[src/rtl/rv_imm_pkg.sv]
// rtl/rv_imm_pkg.sv - RV immediate format codes, opcodes and the shared decode function
package rv_imm_pkg;

  typedef enum logic [2:0] {
    FMT_NONE,
    FMT_I,
    FMT_ISH,
    FMT_S,
    FMT_B,
    FMT_U,
    FMT_J
  } imm_fmt_e;

  localparam logic [6:0] OPC_LOAD   = 7'b0000011;
  localparam logic [6:0] OPC_OPIMM  = 7'b0010011;
  localparam logic [6:0] OPC_JALR   = 7'b1100111;
  localparam logic [6:0] OPC_SYSTEM = 7'b1110011;
  localparam logic [6:0] OPC_STORE  = 7'b0100011;
  localparam logic [6:0] OPC_BRANCH = 7'b1100011;
  localparam logic [6:0] OPC_LUI    = 7'b0110111;
  localparam logic [6:0] OPC_AUIPC  = 7'b0010111;
  localparam logic [6:0] OPC_JAL    = 7'b1101111;

  // Every base-format immediate fits a sign-extended 32-bit value; wider XLEN extends bit 31.
  typedef struct packed {
    logic [31:0] imm;
    imm_fmt_e    fmt;
  } imm_dec_t;

  function automatic imm_dec_t imm_decode(input logic [31:0] instr, input logic shamt6);
    imm_dec_t r;
    logic [2:0] funct3;
    r.imm  = '0;
    r.fmt  = FMT_NONE;
    funct3 = instr[14:12];
    case (instr[6:0])
      OPC_OPIMM: begin
        if (funct3 == 3'b001 || funct3 == 3'b101) begin
          r.fmt = FMT_ISH;
          r.imm = shamt6 ? {26'b0, instr[25:20]} : {27'b0, instr[24:20]};
        end else begin
          r.fmt = FMT_I;
          r.imm = {{20{instr[31]}}, instr[31:20]};
        end
      end
      OPC_LOAD, OPC_JALR, OPC_SYSTEM: begin
        r.fmt = FMT_I;
        r.imm = {{20{instr[31]}}, instr[31:20]};
      end
      OPC_STORE: begin
        r.fmt = FMT_S;
        r.imm = {{20{instr[31]}}, instr[31:25], instr[11:7]};
      end
      OPC_BRANCH: begin
        r.fmt = FMT_B;
        r.imm = {{19{instr[31]}}, instr[31], instr[7], instr[30:25], instr[11:8], 1'b0};
      end
      OPC_LUI, OPC_AUIPC: begin
        r.fmt = FMT_U;
        r.imm = {instr[31:12], 12'b0};
      end
      OPC_JAL: begin
        r.fmt = FMT_J;
        r.imm = {{11{instr[31]}}, instr[31], instr[19:12], instr[20], instr[30:21], 1'b0};
      end
      default: ;
    endcase
    return r;
  endfunction

endpackage

[src/rtl/imm_decode_comb.sv]
// rtl/imm_decode_comb.sv - combinational instruction-to-immediate decoder, XLEN-wide result
module imm_decode_comb
  import rv_imm_pkg::*;
#(
  parameter int XLEN = 32
) (
  input  logic [31:0]     instr_i,
  output logic [XLEN-1:0] imm_o,
  output imm_fmt_e        fmt_o
);

  imm_dec_t dec;

  assign dec   = imm_decode(instr_i, XLEN == 64);
  assign fmt_o = dec.fmt;

  if (XLEN == 64) begin : g_x64
    assign imm_o = {{32{dec.imm[31]}}, dec.imm};
  end else begin : g_x32
    assign imm_o = dec.imm;
  end

endmodule

[src/rtl/imm_gen_pipe.sv]
// rtl/imm_gen_pipe.sv - registered immediate generator with a one-entry skid buffer
module imm_gen_pipe
  import rv_imm_pkg::*;
#(
  parameter int XLEN  = 32,
  parameter int TAG_W = 32
) (
  input  logic             clk,
  input  logic             reset,
  input  logic             in_valid,
  output logic             in_ready,
  input  logic [31:0]      in_instr,
  input  logic [TAG_W-1:0] in_tag,
  output logic             out_valid,
  input  logic             out_ready,
  output logic [XLEN-1:0]  out_imm,
  output logic [2:0]       out_fmt,
  output logic [TAG_W-1:0] out_tag
);

  logic [XLEN-1:0]  dec_imm;
  imm_fmt_e         dec_fmt;

  logic             out_valid_q, out_valid_d;
  logic [XLEN-1:0]  out_imm_q, out_imm_d;
  imm_fmt_e         out_fmt_q, out_fmt_d;
  logic [TAG_W-1:0] out_tag_q, out_tag_d;

  logic             skid_valid_q, skid_valid_d;
  logic [XLEN-1:0]  skid_imm_q, skid_imm_d;
  imm_fmt_e         skid_fmt_q, skid_fmt_d;
  logic [TAG_W-1:0] skid_tag_q, skid_tag_d;

  logic             accept;
  logic             drain;

  imm_decode_comb #(.XLEN(XLEN)) u_decode (
    .instr_i (in_instr),
    .imm_o   (dec_imm),
    .fmt_o   (dec_fmt)
  );

  // in_ready comes straight from the skid flop so it never depends on out_ready.
  assign accept = in_valid & ~skid_valid_q;
  assign drain  = out_valid_q & out_ready;

  always_comb begin
    out_valid_d  = out_valid_q;
    out_imm_d    = out_imm_q;
    out_fmt_d    = out_fmt_q;
    out_tag_d    = out_tag_q;
    skid_valid_d = skid_valid_q;
    skid_imm_d   = skid_imm_q;
    skid_fmt_d   = skid_fmt_q;
    skid_tag_d   = skid_tag_q;
    if (skid_valid_q) begin
      if (drain) begin
        out_imm_d    = skid_imm_q;
        out_fmt_d    = skid_fmt_q;
        out_tag_d    = skid_tag_q;
        skid_valid_d = 1'b0;
      end
    end else if (accept) begin
      if (!out_valid_q || out_ready) begin
        out_valid_d = 1'b1;
        out_imm_d   = dec_imm;
        out_fmt_d   = dec_fmt;
        out_tag_d   = in_tag;
      end else begin
        skid_valid_d = 1'b1;
        skid_imm_d   = dec_imm;
        skid_fmt_d   = dec_fmt;
        skid_tag_d   = in_tag;
      end
    end else if (drain) begin
      out_valid_d = 1'b0;
    end
  end

  always_ff @(posedge clk) begin
    if (reset) begin
      out_valid_q  <= 1'b0;
      out_imm_q    <= '0;
      out_fmt_q    <= FMT_NONE;
      out_tag_q    <= '0;
      skid_valid_q <= 1'b0;
      skid_imm_q   <= '0;
      skid_fmt_q   <= FMT_NONE;
      skid_tag_q   <= '0;
    end else begin
      out_valid_q  <= out_valid_d;
      out_imm_q    <= out_imm_d;
      out_fmt_q    <= out_fmt_d;
      out_tag_q    <= out_tag_d;
      skid_valid_q <= skid_valid_d;
      skid_imm_q   <= skid_imm_d;
      skid_fmt_q   <= skid_fmt_d;
      skid_tag_q   <= skid_tag_d;
    end
  end

  assign in_ready  = ~skid_valid_q;
  assign out_valid = out_valid_q;
  assign out_imm   = out_imm_q;
  assign out_fmt   = out_fmt_q;
  assign out_tag   = out_tag_q;

endmodule

[config.mk]
export PLATFORM = sky130hd
export DESIGN_NAME = imm_gen_pipe
export DESIGN_NICKNAME = d
export VERILOG_FILES = /design/src/rtl/rv_imm_pkg.sv /design/src/rtl/imm_decode_comb.sv /design/src/rtl/imm_gen_pipe.sv
export SDC_FILE = /design/constraint.sdc
export NUM_CORES = 1
export LEC_CHECK = 0
export ABC_AREA = 1
export BUFFER_PORTS_ARGS = -buffer_cell sky130_fd_sc_hd__clkbuf_2
export CORE_MARGIN = 2
export CORE_UTILIZATION = 30
export DETAILED_ROUTE_END_ITERATION = 6
export GPL_ROUTABILITY_DRIVEN = 1
export PLACE_DENSITY_LB_ADDON = 0.25
export SYNTH_ARGS = -nofsm -noshare
export SYNTH_HDL_FRONTEND = slang
export SYNTH_SLANG_ARGS = --single-unit
[constraint.sdc]
create_clock -name clk -period 4.2 [get_ports clk]
set_clock_uncertainty 0.1 [all_clocks]
set_input_delay 0.42 -clock clk [delete_from_list [all_inputs] [get_ports clk]]
set_output_delay 0.42 -clock clk [all_outputs]
set_load 0.1 [all_outputs]
; Word-level counts from Yosys, hierarchy flattened
; Index checks and enable logic that the tools add are counted.
[totals]
out_inout_bits = 69
elab_cells = 57
reg_bits = 136
[classes]
eq_ne = 13
mux = 21
n_bitwise = 4
n_reduce_logical = 11
[op_table]
columns = cell, n
row1 = 2-to-1 mux 32 bit, 8
row2 = one-hot mux 35 bit (6 select lines), 1
row3 = 2-to-1 mux 35 bit, 1
row4 = "equality test 7 bit, second input constant", 4
row5 = "equality test 7 x 5 -> 1 bit, second input constant", 2
row6 = "equality test 7 x 6 -> 1 bit, second input constant", 2
row7 = 2-to-1 mux 3 bit, 4
row8 = AND reduction 3 bit, 3
row9 = "equality test 7 x 2 -> 1 bit, second input constant", 1
row10 = 2-to-1 mux 1 bit, 7
row11 = nonzero test 2 bit, 3
row12 = "inequality test 2 x 1 -> 1 bit, second input constant", 2
row13 = "equality test 3 x 1 -> 1 bit, second input constant", 1
row14 = "equality test 3 bit, second input constant", 1
row15 = OR reduction 3 bit, 1
row16 = AND 1 bit, 2
row17 = logical OR 1 bit, 2
row18 = inverter 1 bit, 2
row19 = OR reduction 2 bit, 1
row20 = zero test 1 bit, 1

; Longest topological paths before layout
; Gate-level depths: netlist (run 1).
[logic_depth]
ltp_word = 7
depth_mapped = 10
depth_no_buf = 9

; Modules after synthesis
; Synthesis (run 1) repeated with hierarchy kept, for this count alone.
[unflattened]
hier_cells = 1140
hier_area_um2 = 6851.6
[by_module_without_submodules]
columns = mod, area_each_um2, instances, cells_each
row1 = imm_gen_pipe, 5968.2, 1, 948
row2 = imm_decode_comb, 883.3, 1, 192

; Worst setup path before layout (run 1)
; OpenSTA, ideal clock, no wires.
[synth_timing]
kind = register to register
start = register out_valid_q, in the netlist out_valid
end = register skid_imm_q[15]
t_arrival_ps = 1916
setup_slack_ps = 2068
path_buffers = 1
setup_ps = 116
synth_period_minus_slack_ps = 2132
path_stages_with_launch = 9
t_required_ps = 3984
path_cell_list = dfxtp_1 -> inv_2 -> nor2_1 -> inv_1 -> nor2_4 -> clkbuf_1 -> nand3_1 -> o211ai_1 -> inv_1
[synth_via]
elab_chain_len = 4
[synth_lines]
columns = element, line
row1 = from (decl), imm_gen_pipe.sv:24  ; logic out_valid_q, out_valid_d;
row2 = from (signal assigned), imm_gen_pipe.sv:91  ; out_valid_q <= out_valid_d;
row3 = zero test 1 bit, imm_gen_pipe.sv:64  ; if (!out_valid_q || out_ready) begin
row4 = logical OR 1 bit, imm_gen_pipe.sv:64
row5 = inverter 1 bit (no source line), -
row6 = AND reduction 3 bit (no source line), -
row7 = to (signal assigned), imm_gen_pipe.sv:96  ; skid_imm_q <= skid_imm_d;
row8 = to (decl), imm_gen_pipe.sv:30  ; logic [XLEN-1:0] skid_imm_q, skid_imm_d;
; Every way passes these cells.
; A chain may end at the register's enable or synchronous reset.

; Worst setup path after layout (run 1)
[layout_timing]
start = register skid_valid_q
end = register out_tag_q[3], in the netlist out_tag[3]
[layout_via]
elab_chain_len = 4
[layout_lines]
columns = element, line
row1 = from (decl), imm_gen_pipe.sv:29  ; logic skid_valid_q, skid_valid_d;
row2 = from (signal assigned), imm_gen_pipe.sv:95  ; skid_valid_q <= skid_valid_d;
row3 = inverter 1 bit (no source line), -
row4 = AND 1 bit, imm_gen_pipe.sv:44  ; assign accept = in_valid & ~skid_valid_q;
row5 = nonzero test 2 bit (no source line), -
row6 = AND reduction 3 bit (no source line), -
row7 = to (signal assigned), imm_gen_pipe.sv:94  ; out_tag_q <= out_tag_d;
row8 = to (decl), imm_gen_pipe.sv:27  ; logic [TAG_W-1:0] out_tag_q, out_tag_d;
; Parallel ways exist; a longest one is shown, timed or not.

==> qor.txt, run 1 <==
Run status - completed
Period minus WS final - 2.77 ns
Proportion of synthesized chip area in sequential cells - 0.423
Sequential power share - 0.393
CTS tree - built
Number of register bits inferred by synthesis - 136
Critical Path Sink Type - flip-flop
Width of the die - 150 um
Total negative slack - 0 ns
Area of the die - 0.0226 mm^2
Row cnt - 53
Net Count, Synth - 980
Origin of the worst min-delay path - in_tag[5]
Starting utilization of the core area - 0.306
Worst r2r dst - out_tag[3]$_SDFFE_PP0P_
Yosys synthesis warning count - 0
Clock network fraction of total power - 0.429
Max-slew headroom - 0.323
Final cell utilization of the core - 0.370
Combined flip-flop and latch cell area - 0.00272 mm^2
Number of DRC markers in iteration 0 - 339
Data required, critical path - 4.45 ns
Residual DRC - 0
Hold bufs inserted after CTS - 0
Biggest area contributors in the synthesized netlist - dfxtp_1, nand2_1, nor2_1, o21ai_0, nand3_1
Area of the mapped netlist - 0.00644 mm^2
Total routing resource utilization after global routing - 0.168
Switching fraction of total power - 0.318
Num ports - 137
Final count of negative-setup-slack endpoints - 0
Highest ir drop seen on vdd - 0.274 mV
Count of TritonRoute iterations in the first routing pass - 5
Worst hold path cell count - 3
Setup repair after global routing missed its margin - no
Portion of total power attributed to combinational logic - 0.178
Design Power - 3.56 mW
Critical path class - reg2reg
Number of max-slew violations in the final report - 0
Critical path's largest stage delay - 0.72 ns
Routed via count - 6,228
ANT cells - 0
Pwr per Cell Area - 458 mW/mm^2
LEAKAGE - 3.73 nW
Top achievable clock speed - 361 MHz
Number of CTS-inserted buffers - 17
Antenna violations before repair - 0
Number of library cell types mapped by synthesis - 25
Remaining Overflow, GRT - 0
Period utilisation layout - 0.659
Peak fanout along the critical path - 68
Worst-Margin Slew - 1.02 ns
Data arrival time of the critical path - 3.02 ns
Antenna-violating nets left - 0
Final #Nets - 1,073
Hold Path End - skid_tag_q[5]$_SDFFE_PP0P_
Mean number of vias per cell - 4.82
Clock transition at the registers of the reported paths - 0.06 ns
Commonest cells after routing, fill and taps aside - nand2_1, nor2_1, clkbuf_2, dfxtp_1, o21ai_0
Dpl hpwl - 11,600 um
Largest area contributor in the synthesized netlist - dfxtp_1
Most common cell after layout, fill and taps aside - nand2_1
Element type at the critical path start - flip-flop
Post-route cell area - 0.00778 mm^2
Height of the die - 150 um
Final Wtd Congestion - 0.764
Multi-input combinational cell area - 0.00315 mm^2
Fill cell instance count of the final layout - 2,264
Minimum setup slack among reg-to-reg paths - 1.43 ns
Share of final-layout standard cells stronger than drive strength 1 - 0.223
Clk buf depth - 2
Pin count of the biggest net entering global routing - 99
Growth of design area from synthesis to finish - 20.9%
Final Hold Vio Count - 0
Final wirelength - 18,400 um
H-tree levels - 4
Number of violations of the max-capacitance limit - 0
Class of the tightest hold or removal check - in2reg
Worst-path cell chain - clkinv_2 -> o21ai_1 -> nand2_2 -> inv_2 -> o21ai_0 -> a31oi_1
Vias in the first global route - 5,797
Post-Place Cell Area - 0.00718 mm^2
Latest clock arrival within the worst-skew pair - 0.43 ns
Net Sw Power - 1.13 mW
Internal Power - 2.43 mW
Synthesized instance count - 912
Sinks on the clock net - 136
Port buffer count - 136
Syn Area/Cell - 7.06 um^2
Cell count of the worst reg-to-reg path - 6
Post-CTS repair timing setup buffer count - 0
Cell chosen for the clock root - clkbuf_16
Routed wire per std cell - 14.3 um
Fraction of synthesized cell area taken by the top area cell type - 0.423
RR Startpoint - skid_valid_q$_SDFF_PP0_
Resized Gates After CTS - 0
Cell with the biggest individual delay on the critical path - inv_2
Core Region - 0.0210 mm^2
First-pass GRT wire length - 29,900 um
==> state kept, by name, summed over array words and instances (netlist names) <==
| register | count |
|---|---|
| skid_imm_q | 32 |
| out_imm | 32 |
| skid_valid_q | 1 |
| skid_fmt_q | 3 |
| out_valid | 1 |
| out_tag | 32 |
| skid_tag_q | 32 |
| out_fmt | 3 |
==> routing by layer <==
layer	routed length [um]	track usage
met2	8180	0.267
met3	1170	0.0473
met5	0	0
met4	313	0.0533
met1	8760	0.219
==> area by class of cell <==
class | instances | share of cell area
flip-flops and latches | 136 | 0.350
inverters | 60 | 0.0291
clock inverters | 11 | 0.0191
well taps | 275 | 0.0442
multi-input cells | 646 | 0.405
clock buffers | 20 | 0.0574
repair buffers | 144 | 0.0952
==> worst max-delay path, delay by kind of cell (launching register included) <==
family                 cells  cell delay, ns
flip-flops                 1            0.53
buffers and inverters      2            1.24
AND/OR/NAND/NOR            1            0.09
AO/OA/AOI/OAI              3            0.72
==> cells in the mapped netlist, drive strengths merged <==
library cell,instances
a21oi,60
nor3,1
clkbuf,38
a41oi,4
o211ai,29
nor2,171
nand4,22
dfxtp,136
nand2,175
inv,60
o21ai,79
buf,32
a31oi,32
nand3b,1
nand3,72
==> through the flow <==
stage	hold WS [ns]	setup slack, ns	cells
after global placement	0.353	1.56	1261
after floorplan	0.347	2.07	912
final	0.129	1.43	1292
after CTS	0.117	1.44	1292
after detailed placement	0.356	1.45	1261
after global routing	0.133	1.12	1292
==> power groups by stage <==
stage | clock [mW] | sequential, mW | combinational (mW)
global route | 1.62 | 1.41 | 0.684
CTS | 1.56 | 1.40 | 0.641
detailed placement | 0 | 1.43 | 0.640
finish | 1.53 | 1.40 | 0.635
global placement | 0 | 1.43 | 0.637
floorplan | 0 | 1.71 | 0.213
==> worst max path at each step <==
stage                     depth (start not counted)                     endpoint                     from  slack [ns]
after floorplan                                   8  skid_imm_q[15]$_SDFFE_PP0P_   out_valid$_SDFFE_PP0P_        2.07
after global placement                            6     out_tag[23]$_SDFFE_PP0P_  skid_valid_q$_SDFF_PP0_        1.56
after detailed placement                          6      out_tag[6]$_SDFFE_PP0P_  skid_valid_q$_SDFF_PP0_        1.45
after CTS                                         6      out_tag[6]$_SDFFE_PP0P_  skid_valid_q$_SDFF_PP0_        1.44
after global routing                              6      out_tag[5]$_SDFFE_PP0P_  skid_valid_q$_SDFF_PP0_        1.12
final                                             6      out_tag[3]$_SDFFE_PP0P_  skid_valid_q$_SDFF_PP0_        1.43
==> kinds of logic (layout without fill, tap and decap cells) <==
family                 Yosys count  in the layout  synth area share
buffers and inverters          130            235            0.0881
AOI/OAI and AO/OA              204            204             0.192
and+or+nand+nor                442            442             0.297
DFF                            136            136             0.423
(Power assumes the default switching activity.)
==> inputs of run 2 (changes only) <==
Clock period 4.2 ns to 2.85 ns, I/O delays scaled along.
==> run 2 against run 1 <==
Compared with the run above: via count rose by 1.8%; register-to-register slack got worse by 0.85 ns; sequential power grew 47%; sequential share of layout area down 1.3 points; hold slack worse by 0.11 ns; worst setup slack got worse by 0.85 ns; non-clock buffer count grew 23; utilization is 1.5 points higher; global-route usage up 0.25 points; critical path depth is the same; total power grew 52%; critical path type unchanged; critical endpoint is now out_tag[5]$_SDFFE_PP0P_; largest power group unchanged.
==> qor.txt, run 2 (same netlist as run 1, synthesis figures left out) <==
Data required, critical path - 3.10 ns (was 4.45 ns)
Width of the die - 150 um (unchanged)
Origin of the worst min-delay path - in_tag[0] (was in_tag[5])
Fill cell instance count of the final layout - 2,251 (was 2,264)
Period minus WS final - 2.27 ns (was 2.77 ns)
Pin count of the biggest net entering global routing - 100 (was 99)
Worst-Margin Slew - 1.00 ns (was 1.02 ns)
Most common cell after layout, fill and taps aside - nand2_1 (unchanged)
Number of CTS-inserted buffers - 17 (unchanged)
Antenna-violating nets left - 0 (unchanged)
Commonest cells after routing, fill and taps aside - nand2_1, nor2_1, dfxtp_1 (was nand2_1, nor2_1, clkbuf_2, dfxtp_1, o21ai_0)
Post-route cell area - 0.00809 mm^2 (was 0.00778 mm^2)
Hold Path End - skid_tag_q[0]$_SDFFE_PP0P_ (was skid_tag_q[5]$_SDFFE_PP0P_)
First-pass GRT wire length - 30,400 um (was 29,900 um)
Sequential power share - 0.382 (was 0.393)
Pwr per Cell Area - 668 mW/mm^2 (was 458 mW/mm^2)
Starting utilization of the core area - 0.306 (unchanged)
Setup repair after global routing missed its margin - no (unchanged)
Number of max-slew violations in the final report - 0 (unchanged)
Minimum setup slack among reg-to-reg paths - 0.58 ns (was 1.43 ns)
Clk buf depth - 2 (unchanged)
LEAKAGE - 3.87 nW (was 3.73 nW)
Placed insts - 1,263 (was 1,261)
Area of the die - 0.0226 mm^2 (unchanged)
Growth of design area from synthesis to finish - 25.6% (was 20.9%)
Total negative slack - 0 ns (unchanged)
Data arrival time of the critical path - 2.52 ns (was 3.02 ns)
Number of violations of the max-capacitance limit - 0 (unchanged)
Portion of total power attributed to combinational logic - 0.179 (was 0.178)
Total routing resource utilization after global routing - 0.170 (was 0.168)
Cell with the biggest individual delay on the critical path - inv_2 (unchanged)
Sinks on the clock net - 136 (unchanged)
Row cnt - 53 (unchanged)
ANT cells - 0 (unchanged)
Worst Hold Slack - 0.0143 ns (was 0.129 ns)
Element type at the critical path start - flip-flop (unchanged)
Peak fanout along the critical path - 68 (unchanged)
Post-CTS repair timing setup buffer count - 0 (unchanged)
Height of the die - 150 um (unchanged)
Dpl hpwl - 11,700 um (was 11,600 um)
Critical path class - reg2reg (unchanged)
Remaining Overflow, GRT - 0 (unchanged)
Final wirelength - 18,600 um (was 18,400 um)
Worst r2r dst - out_tag[5]$_SDFFE_PP0P_ (was out_tag[3]$_SDFFE_PP0P_)
Port buffer count - 136 (unchanged)
Routed via count - 6,339 (was 6,228)
Clock transition at the registers of the reported paths - 0.06 ns (about the same)
Final Hold Vio Count - 0 (unchanged)
Final count of negative-setup-slack endpoints - 0 (unchanged)
Share of final-layout standard cells stronger than drive strength 1 - 0.221 (was 0.223)
Post-Place Cell Area - 0.00725 mm^2 (was 0.00718 mm^2)
Number of DRC markers in iteration 0 - 331 (was 339)
Worst-path cell chain - clkinv_2 -> o21ai_1 -> nand2_2 -> inv_2 -> o21ai_0 -> a31oi_1 (unchanged)
H-tree levels - 4 (unchanged)
Highest ir drop seen on vdd - 0.376 mV (was 0.274 mV)
Latest clock arrival within the worst-skew pair - 0.42 ns (was 0.43 ns)
Max-slew headroom - 0.329 (was 0.323)
Antenna violations before repair - 0 (unchanged)
Cell count of the worst reg-to-reg path - 6 (unchanged)
Core Region - 0.0210 mm^2 (unchanged)
Period utilisation layout - 0.796 (was 0.659)
Switching fraction of total power - 0.318 (about the same)
Clock network fraction of total power - 0.439 (was 0.429)
RR Startpoint - skid_valid_q$_SDFF_PP0_ (unchanged)
Count of TritonRoute iterations in the first routing pass - 4 (was 5)
Critical path's largest stage delay - 0.73 ns (was 0.72 ns)
Final cell count without fillers - 1,315 (was 1,292)
Mean number of vias per cell - 4.82 (about the same)
Vias in the first global route - 5,973 (was 5,797)
Net Sw Power - 1.72 mW (was 1.13 mW)
Cell chosen for the clock root - clkbuf_16 (unchanged)
Internal Power - 3.69 mW (was 2.43 mW)
Critical Path Sink Type - flip-flop (unchanged)
Run status - completed (unchanged)
Residual DRC - 0 (unchanged)
CTS tree - built (unchanged)
Final #Nets - 1,096 (was 1,073)
Final Wtd Congestion - 0.750 (was 0.764)
Design Power - 5.40 mW (was 3.56 mW)
Num ports - 137 (unchanged)
Class of the tightest hold or removal check - in2reg (unchanged)
Worst hold path cell count - 3 (unchanged)
Routed wire per std cell - 14.1 um (was 14.3 um)
Top achievable clock speed - 441 MHz (was 361 MHz)
run 2: worst max path at each step:
stage                       startpoint                     endpoint  slack [ns]  cells past startpoint
2_1_floorplan   out_valid$_SDFFE_PP0P_  skid_imm_q[15]$_SDFFE_PP0P_        0.72                      8
3_3_place_gp   skid_valid_q$_SDFF_PP0_     out_tag[23]$_SDFFE_PP0P_        0.64                      6
3_5_place_dp   skid_valid_q$_SDFF_PP0_      out_tag[6]$_SDFFE_PP0P_        0.57                      6
4_1_cts        skid_valid_q$_SDFF_PP0_      out_tag[6]$_SDFFE_PP0P_        0.56                      6
5_1_grt        skid_valid_q$_SDFF_PP0_     out_tag[26]$_SDFFE_PP0P_        0.30                      6
6_report       skid_valid_q$_SDFF_PP0_      out_tag[5]$_SDFFE_PP0P_        0.58                      6
run 2: layer usage:
metal / vias to the layer above / routed length (um) / track usage
li1: 3271 / - / -
met1: 2886 / 8540 / 0.218
met2: 166 / 8630 / 0.278
met3: 16 / 1180 / 0.0491
met4: 0 / 212 / 0.0491
met5: - / 0 / 0
run 2: cell type report:
type	count	area (um^2)	share of cell area
inverter	60	226	0.0280
clock buffer	18	429	0.0531
timing repair buffer	167	1020	0.126
tap	275	344	0.0425
sequential	136	2720	0.337
clock inverter	13	196	0.0243
multi-input combinational	646	3150	0.389
run 2: through the flow:
stage	utilization	setup WS (ns)
after floorplan	-	0.718
after global placement	0.345	0.645
after detailed placement	0.345	0.566
after CTS	0.385	0.562
after global routing	0.385	0.302
final	0.385	0.583
run 2: worst max-delay path: cells and delay by family, from the launching register on:
| kind | cells | cell delay [ns] |
|---|---|---|
| AOI/OAI and AO/OA | 3 | 0.55 |
| buffers and inverters | 2 | 0.88 |
| DFF | 1 | 0.58 |
| and+or+nand+nor | 1 | 0.08 |
run 2: power groups by stage:
stage | Clock, mW | Sequential [mW] | Combinational, mW
6_report | 2.37 | 2.06 | 0.967
5_1_grt | 2.51 | 2.07 | 1.04
4_1_cts | 2.44 | 2.06 | 0.976
3_5_place_dp | 0 | 2.10 | 0.952
3_3_place_gp | 0 | 2.10 | 0.945
2_1_floorplan | 0 | 2.52 | 0.314
run 2: repair_timing:
item | 4_1_cts | 5_1_grt
resized for setup | 0 | 0
hold endpoints to repair | 27 | 0
hold buffers | 21 | 0
==> inputs of run 3 (changes only) <==
Clock period 2.85 ns to 1.9 ns, I/O delays scaled along.
==> run 3 against run 2 <==
Compared with the run above: final cell count grew 2.4%; flip-flop and latch count is the same; critical path depth shrank 3; sequential power grew 50%; combinational power grew 56%; largest cell class unchanged; highest routed layer unchanged.
==> qor.txt, run 3 (same netlist as run 1, synthesis figures left out) <==
Row cnt - 53 (unchanged)
Number of violations of the max-capacitance limit - 0 (unchanged)
Top achievable clock speed - 556 MHz
Worst Hold Slack - 0.0338 ns (was 0.0143 ns)
Cell count of the worst reg-to-reg path - 7 (was 6)
Starting utilization of the core area - 0.306 (unchanged)
Width of the die - 150 um (unchanged)
Num ports - 137 (unchanged)
Height of the die - 150 um (unchanged)
Final #Nets - 1,127 (was 1,096)
Number of DRC markers in iteration 0 - 319 (was 331)
Share of final-layout standard cells stronger than drive strength 1 - 0.234 (was 0.221)
Total negative slack - 0 ns (unchanged)
Final wirelength - 19,000 um (was 18,600 um)
Number of CTS-inserted buffers - 17 (unchanged)
Period utilisation layout - 0.947
Growth of design area from synthesis to finish - 30.2% (was 25.6%)
Cell chosen for the clock root - clkbuf_16 (unchanged)
Combined flip-flop and latch cell area - 0.00272 mm^2 (about the same)
Final Wtd Congestion - 0.832 (was 0.750)
Period minus WS final - 1.80 ns
Max-slew headroom - 0.616 (was 0.329)
Setup repair after global routing missed its margin - no (unchanged)
Run status - completed (unchanged)
Dpl hpwl - 12,400 um (was 11,700 um)
Pwr per Cell Area - 971 mW/mm^2 (was 668 mW/mm^2)
Minimum setup slack among reg-to-reg paths - 0.20 ns (was 0.58 ns)
Routed via count - 6,429 (was 6,339)
Residual DRC - 0 (unchanged)
Element type at the critical path start - flip-flop (unchanged)
Remaining Overflow, GRT - 0 (unchanged)
Worst slack at placement - 0.144 ns (was 0.566 ns)
Pin count of the biggest net entering global routing - 100 (unchanged)
RR Startpoint - skid_valid_q$_SDFF_PP0_ (unchanged)
Area of the die - 0.0226 mm^2 (unchanged)
Clock transition at the registers of the reported paths - 0.06 ns (about the same)
Routed wire per std cell - 14.1 um (about the same)
Hold bufs inserted after CTS - 34 (was 21)
Critical path class - reg2out (was reg2reg)
Antenna violations before repair - 0 (unchanged)
LEAKAGE - 4.03 nW (was 3.87 nW)
Multi-input combinational cell area - 0.00315 mm^2 (unchanged)
Design Power - 8.13 mW (was 5.40 mW)
Port buffer count - 136 (unchanged)
Vias in the first global route - 6,000 (was 5,973)
Antenna-violating nets left - 0 (unchanged)
Post-route cell area - 0.00838 mm^2 (was 0.00809 mm^2)
Worst hold path cell count - 3 (unchanged)
Core Region - 0.0210 mm^2 (unchanged)
Data required, critical path - 1.61 ns (was 3.10 ns)
Post-CTS repair timing setup buffer count - 0 (unchanged)
Final count of negative-setup-slack endpoints - 0 (unchanged)
Data arrival time of the critical path - 1.51 ns (was 2.52 ns)
Latest clock arrival within the worst-skew pair - 0.42 ns (about the same)
Peak fanout along the critical path - 99 (was 68)
Count of TritonRoute iterations in the first routing pass - 7 (was 4)
H-tree levels - 4 (unchanged)
First-pass GRT wire length - 30,700 um (was 30,400 um)
Most common cell after layout, fill and taps aside - nand2_1 (unchanged)
Hold Path End - skid_imm_q[2]$_SDFFE_PP0P_ (was skid_tag_q[0]$_SDFFE_PP0P_)
Origin of the worst min-delay path - in_instr[22] (was in_tag[0])
Worst r2r dst - out_tag[10]$_SDFFE_PP0P_ (was out_tag[5]$_SDFFE_PP0P_)
Worst-Margin Slew - 0.579 ns (was 1.00 ns)
Resized Gates After CTS - 0 (unchanged)
Sinks on the clock net - 136 (unchanged)
Critical Path Sink Type - output pin (was flip-flop)
Total routing resource utilization after global routing - 0.171 (was 0.170)
CTS tree - built (unchanged)
Highest ir drop seen on vdd - 0.738 mV (was 0.376 mV)
Post-Place Cell Area - 0.00741 mm^2 (was 0.00725 mm^2)
Number of max-slew violations in the final report - 0 (unchanged)
Class of the tightest hold or removal check - in2reg (unchanged)
Final Worst Setup Slack - 0.101 ns (was 0.583 ns)
Commonest cells after routing, fill and taps aside - nand2_1, nor2_1, clkbuf_2, dfxtp_1, o21ai_0 (was nand2_1, nor2_1, dfxtp_1)
Fill cell instance count of the final layout - 2,220 (was 2,251)
Final Hold Vio Count - 0 (unchanged)
ANT cells - 0 (unchanged)
Clk buf depth - 2 (unchanged)
Mean number of vias per cell - 4.77 (was 4.82)
[run 3: changes by cell type in the layout (fill, tap and decap cells not counted), sizes merged]
cell,change
buf,+18
dlygate4sd3,+13
inv,+3
bufinv,-1
clkinv,-1
[run 3: final cells by class]
type | instances | area share
clock buffer | 18 | 0.0524
timing repair buffer | 198 | 0.156
inverter | 60 | 0.0270
multi-input combinational | 646 | 0.376
clock inverter | 14 | 0.0223
tap | 275 | 0.0411
sequential | 136 | 0.325
[run 3: critical path: stages (launching register included)]
cell and delay (ns):
dfxtp_1 0.35, clkinv_2 0.08, buf_12 0.40, buf_12 0.24
[run 3: worst max-delay path by stage]
stage / startpoint / endpoint / slack, ns
after CTS: skid_valid_q$_SDFF_PP0_ / in_ready / 0.07
after detailed placement: in_instr[1] / skid_imm_q[17]$_SDFFE_PP0P_ / 0.14
final: skid_valid_q$_SDFF_PP0_ / in_ready / 0.10
after floorplan: skid_valid_q$_SDFF_PP0_ / out_tag[22]$_SDFFE_PP0P_ / 0.006
after global placement: in_instr[1] / skid_imm_q[17]$_SDFFE_PP0P_ / 0.17
after global routing: skid_valid_q$_SDFF_PP0_ / in_ready / 0.02
[run 3: layer usage]
metal	wire length [um]	part of all wire	vias to the layer above	GRT usage
li1	-	-	3330	-
met1	8880	0.47	2914	0.227
met2	8640	0.46	172	0.273
met3	1190	0.063	13	0.0509
met4	245	0.013	0	0.0448
met5	0	0	-	0
[run 3: power by group]
group          total [mW]  switching [mW]  internal, mW
logic                1.51            1.16         0.354
clock network        3.53            1.39          2.14
registers            3.09          0.0797          3.01
[run 3: through the flow]
step | util | cells
2_1_floorplan | - | 912
3_3_place_gp | 0.353 | 1281
3_5_place_dp | 0.353 | 1281
4_1_cts | 0.399 | 1347
5_1_grt | 0.399 | 1347
6_report | 0.399 | 1347
